<file path="src/rtl/video_timing_if.sv">
// Raster timing bundle: pixel strobe into the generator, position/sync/pulse outputs back out.
interface video_timing_if;
    logic       pix_en;
    logic [9:0] pixel_x;
    logic [9:0] pixel_y;
    logic       active;
    logic       hsync;
    logic       vsync;
    logic       line_start;
    logic       frame_start;

    modport master (
        input  pix_en,
        output pixel_x, pixel_y, active, hsync, vsync, line_start, frame_start
    );

    modport slave (
        output pix_en,
        input  pixel_x, pixel_y, active, hsync, vsync, line_start, frame_start
    );
endinterface

</file>
<file path="src/rtl/video_timing.sv">
// Raster timing generator: pixel/line counters with registered active, sync and start pulses.
module video_timing #(
    parameter int unsigned H_ACTIVE = 640,
    parameter int unsigned H_FP     = 16,
    parameter int unsigned H_SYNC   = 96,
    parameter int unsigned H_BP     = 48,
    parameter int unsigned V_ACTIVE = 480,
    parameter int unsigned V_FP     = 10,
    parameter int unsigned V_SYNC   = 2,
    parameter int unsigned V_BP     = 33,
    parameter bit          H_POL    = 1'b0,
    parameter bit          V_POL    = 1'b0
) (
    input  logic           clk,
    input  logic           rst,
    video_timing_if.master vid
);
    localparam int unsigned H_TOTAL = H_ACTIVE + H_FP + H_SYNC + H_BP;
    localparam int unsigned V_TOTAL = V_ACTIVE + V_FP + V_SYNC + V_BP;

    // Position counters are 10 bits wide, so larger rasters cannot be represented.
    if (H_TOTAL > 1024 || V_TOTAL > 1024) begin : g_size_check
        $error("video_timing: H_TOTAL and V_TOTAL must not exceed 1024");
    end

    localparam logic [9:0]  H_LAST   = 10'(H_TOTAL - 1);
    localparam logic [9:0]  V_LAST   = 10'(V_TOTAL - 1);
    localparam logic [10:0] H_ACT_LIM = 11'(H_ACTIVE);
    localparam logic [10:0] V_ACT_LIM = 11'(V_ACTIVE);
    localparam logic [10:0] HS_BEG   = 11'(H_ACTIVE + H_FP);
    localparam logic [10:0] HS_END   = 11'(H_ACTIVE + H_FP + H_SYNC);
    localparam logic [10:0] VS_BEG   = 11'(V_ACTIVE + V_FP);
    localparam logic [10:0] VS_END   = 11'(V_ACTIVE + V_FP + V_SYNC);

    logic [9:0] x_q, x_d;
    logic [9:0] y_q, y_d;
    logic       active_q, active_d;
    logic       hsync_q, hsync_d;
    logic       vsync_q, vsync_d;
    logic       line_start_q;
    logic       frame_start_q;

    // Levels are decoded from the next position so they land in the same cycle as it.
    always_comb begin
        x_d = x_q + 10'd1;
        y_d = y_q;
        if (x_q == H_LAST) begin
            x_d = '0;
            y_d = (y_q == V_LAST) ? '0 : y_q + 10'd1;
        end
        active_d = ({1'b0, x_d} < H_ACT_LIM) && ({1'b0, y_d} < V_ACT_LIM);
        hsync_d  = ({1'b0, x_d} >= HS_BEG && {1'b0, x_d} < HS_END) ? H_POL : ~H_POL;
        vsync_d  = ({1'b0, y_d} >= VS_BEG && {1'b0, y_d} < VS_END) ? V_POL : ~V_POL;
    end

    always_ff @(posedge clk) begin
        if (rst) begin
            x_q           <= H_LAST;
            y_q           <= V_LAST;
            active_q      <= 1'b0;
            hsync_q       <= ~H_POL;
            vsync_q       <= ~V_POL;
            line_start_q  <= 1'b0;
            frame_start_q <= 1'b0;
        end else if (vid.pix_en) begin
            x_q           <= x_d;
            y_q           <= y_d;
            active_q      <= active_d;
            hsync_q       <= hsync_d;
            vsync_q       <= vsync_d;
            line_start_q  <= (x_d == '0);
            frame_start_q <= (x_d == '0) && (y_d == '0);
        end else begin
            line_start_q  <= 1'b0;
            frame_start_q <= 1'b0;
        end
    end

    assign vid.pixel_x     = x_q;
    assign vid.pixel_y     = y_q;
    assign vid.active      = active_q;
    assign vid.hsync       = hsync_q;
    assign vid.vsync       = vsync_q;
    assign vid.line_start  = line_start_q;
    assign vid.frame_start = frame_start_q;
endmodule

</file>
<file path="src/flat_wrapper.sv">
// flat-port wrapper written by rule: the top's interface ports become plain ports
module video_timing_flat 
#(
    parameter int unsigned H_ACTIVE = 640,
    parameter int unsigned H_FP     = 16,
    parameter int unsigned H_SYNC   = 96,
    parameter int unsigned H_BP     = 48,
    parameter int unsigned V_ACTIVE = 480,
    parameter int unsigned V_FP     = 10,
    parameter int unsigned V_SYNC   = 2,
    parameter int unsigned V_BP     = 33,
    parameter bit          H_POL    = 1'b0,
    parameter bit          V_POL    = 1'b0
)
  (clk, rst, vid_pix_en, vid_pixel_x, vid_pixel_y, vid_active, vid_hsync, vid_vsync, vid_line_start, vid_frame_start);
  video_timing_if vid_i ();
  input  logic clk;
  input  logic rst;
  input wire logic [$bits(vid_i.pix_en)-1:0] vid_pix_en;
  output wire logic [$bits(vid_i.pixel_x)-1:0] vid_pixel_x;
  output wire logic [$bits(vid_i.pixel_y)-1:0] vid_pixel_y;
  output wire logic [$bits(vid_i.active)-1:0] vid_active;
  output wire logic [$bits(vid_i.hsync)-1:0] vid_hsync;
  output wire logic [$bits(vid_i.vsync)-1:0] vid_vsync;
  output wire logic [$bits(vid_i.line_start)-1:0] vid_line_start;
  output wire logic [$bits(vid_i.frame_start)-1:0] vid_frame_start;
  assign vid_i.pix_en = vid_pix_en;
  assign vid_pixel_x = vid_i.pixel_x;
  assign vid_pixel_y = vid_i.pixel_y;
  assign vid_active = vid_i.active;
  assign vid_hsync = vid_i.hsync;
  assign vid_vsync = vid_i.vsync;
  assign vid_line_start = vid_i.line_start;
  assign vid_frame_start = vid_i.frame_start;
  video_timing #(.H_ACTIVE(H_ACTIVE), .H_FP(H_FP), .H_SYNC(H_SYNC), .H_BP(H_BP), .V_ACTIVE(V_ACTIVE), .V_FP(V_FP), .V_SYNC(V_SYNC), .V_BP(V_BP), .H_POL(H_POL), .V_POL(V_POL)) u_core (.clk(clk), .rst(rst), .vid(vid_i));
endmodule
</file>
<file path="config.mk">
export PLATFORM = sky130hd
export DESIGN_NAME = video_timing_flat
export DESIGN_NICKNAME = d
export VERILOG_FILES = /design/src/rtl/video_timing_if.sv /design/src/rtl/video_timing.sv /design/src/flat_wrapper.sv
export SDC_FILE = /design/constraint.sdc
export NUM_CORES = 1
export LEC_CHECK = 0
export BUFFER_PORTS_ARGS = -buffer_cell sky130_fd_sc_hd__buf_2
export CORE_UTILIZATION = 25
export DETAILED_ROUTE_END_ITERATION = 10
export GPL_TIMING_DRIVEN = 0
export PLACE_DENSITY = 0.41
export SYNTH_ARGS = -nofsm -noshare
export SYNTH_HDL_FRONTEND = slang
export SYNTH_SLANG_ARGS = --single-unit
</file>
<file path="constraint.sdc">
create_clock -name clk -period 4.2 [get_ports clk]
set_input_delay 1.26 -clock clk [delete_from_list [all_inputs] [get_ports clk]]
set_output_delay 1.26 -clock clk [all_outputs]
set_load 0.01 [all_outputs]
</file>
==> flow_summary.toml <==
[timing]
period_minus_slack_ps = 2520
finalCritPeriodShare_pct = 60.0
holdWs_ps = 530
relSlewSlack_pct = 44.6
tightest_slew_ps = 817
tns_ps = 0
setup_viol = 0
max_freq_mhz = 397
clock_skew_ps = 5.83
rsz0062_at_grt = "false"
final_max_slew_viol_count = 0
hold_viol_final = 0

[cts]
cts_tree = "done"
cts.path.max_buffers = 2
cts_resized = 0
hold_buffers = 0
clkTransAtPathRegs_ps = 110
cts_sinks = 25
cts-root-buf = "clkbuf_8"
numCtsBuffers = 3
h-tree-depth = 1
cts_setup_buffers = 0
clock_latency_ps = 290

[yosys]
ys_seq_elements = 25
synth-edff-count = 0
synth_fp_nets = 231
yosys.cell_types.count = 58
synth_top_cell_by_area = "dfxtp_1"
syn_area_per_cell_sq_um = 7.89
synth_cells = 225
synth_area_leaders = "dfxtp_1, nand3_1, nand2_1, nor2_1, a21oi_1"
ys_seq_area_share_pct = 28.2
async_reset_ff_share_pct = 0
synth-main-ff-cell = "dfxtp_1"
syn_area_sq_um = 1780
synth_top_cell_area_share_pct = 28.2
ys_warn_count = 0

[grt]
grt_pass1_wl_mm = 8.72
grt_usage_pct = 15.1
grt_remaining_overflow = 0
first_global_vias = 1587
grt_max_degree = 16
grt_antenna_before_repair = 0

[detailed_routing]
via_per_inst = 5.06
first_pass_iters = 4
wl_per_cell_microns = 15.2
wl_mm = 5.33
antenna_left = 0
vias = 1771
drt-initial-drc-count = 158
drc_errors = 0

[pwr]
leakage_uw = 0.000752
peakVddDrop_uv = 118
cellPowerDensity_nw_per_um2 = 350

[cells_and_area]
area_growth_pct = 16.6
fill_cells = 788
final_common_cell = "buf_2"
nets = 261
antenna_cells = 0
layout_common_cells = "buf_2, dfxtp_1, nand2_1, nor2_1, nand3_1"
drive_gt1_share_pct = 20.1

[floorplanning]
fp.dieArea_sq_um = 7440
core_sq_um = 6830
rows = 30
io_pins = 28
dieHeight_microns = 86.3
die_width_microns = 86.3
initial_utilization_pct = 26.0

[setup_path]
startpoint_type = "input pin"
crit_path_start = "rst"
critPathMaxFanout = 10
r2r_start = "u_core.vid.pixel_x[0]"
cp.required_ps = 4410
critPathCaptureType = "register"
criticalPathCategory = "input pin to register"
cp.arrival_ps = 2730

[placed_design]
portBuffers = 25
hpwl_mm = 3.92
gp_congestion = 0.767

[min_path]
hp-class = "register to register"
hold_start = "u_core.vid.active"

[job]
drv_cap = 0

[outcome]
status = "completed"
through the flow:
| step | util (%) | area [sq um] | instances | setup WS (ps) | power [uW] |
|---|---|---|---|---|---|
| finish | 30.3 | 2070 | 350 | 1680 | 725 |
| global route | 30.3 | 2070 | 350 | 1540 | 777 |
| CTS | 30.3 | 2070 | 350 | 1660 | 731 |
| detailed placement | 29.6 | 2020 | 346 | 1360 | 565 |
| global placement | 29.6 | 2020 | 346 | 1350 | 569 |
| floorplan | - | 1780 | 225 | 1820 | 488 |
metal layers:
layer	GRT usage [%]	vias up	wire (microns)
li1	-	908	-
met1	23.2	820	2800
met2	22.0	41	2270
met3	1.62	2	234
met4	4.09	0	35
met5	0	-	0
report_power, final:
part | total [uW] | internal [uW] | switching, uW
Combinational | 292 | 111 | 181
Sequential | 268 | 253 | 15.6
Clock | 164 | 67.8 | 96.5
Total | 725 | 432 | 293
cell usage after synthesis (2+ instances only):
cell,count
buf_4,2
a31oi_1,3
buf_6,3
a211oi_1,6
nand2b_1,4
o21ai_0,10
clkbuf_1,7
clkinv_1,2
dfxtp_1,25
nand4_1,5
o2111ai_1,3
nor2_1,17
a221o_1,2
ha_1,3
and2_1,3
buf_2,8
a21oi_1,12
o2111a_1,2
xor2_1,3
and4_1,3
a211o_1,2
or3_1,4
or4_1,3
and3_1,5
nand2_1,17
nor3_1,9
inv_1,6
o31ai_1,4
a41oi_1,3
nand3_1,14
o311ai_0,3
xnor2_1,6
cells by family after synthesis:
family          count (synthesis)  share of synthesized area, %
simple gates                   97                          31.1
fa+ha+maj                       3                          2.11
mux                             1                         0.564
buf+inv                        28                          8.17
xor+xnor                        9                          4.44
flops                          25                          28.2
compound gates                 62                          25.4
worst paths after layout:
check	cells past startpoint	slack (ps)	endpoint
worst max-delay path	6	1680	u_core.vid.frame_start
worst min-delay path	2	530	u_core.vid.active
worst max register to register	7	1910	u_core.vid.vsync
worst min register to register	2	530	u_core.vid.active
state kept, by name, indices dropped and copies added (netlist names):
name	cells
u_core.vid.line_start	1
u_core.vid.frame_start	1
u_core.vid.pixel_x	10
u_core.vid.pixel_y	10
u_core.vid.hsync	1
u_core.vid.active	1
u_core.vid.vsync	1
area by class of cell:
| class | instances | area [sq um] | share of cell area, % |
|---|---|---|---|
| multi-input cells | 172 | 1130 | 54.6 |
| plain buffers | 20 | 115 | 5.56 |
| well taps | 96 | 120 | 5.80 |
| clock inverters | 1 | 7.51 | 0.363 |
| flip-flops and latches | 25 | 500 | 24.2 |
| inverters | 8 | 30.0 | 1.45 |
| repair buffers | 25 | 125 | 6.05 |
| clock buffers | 3 | 41.3 | 2.00 |
critical path: stages:
cell and delay (ps):
clkbuf_1 200, clkinv_1 250, nand2_1 170, nor4_1 320, o2111ai_1 250, nor4_2 280
Note: power is estimated with default switching activity, not from simulation.
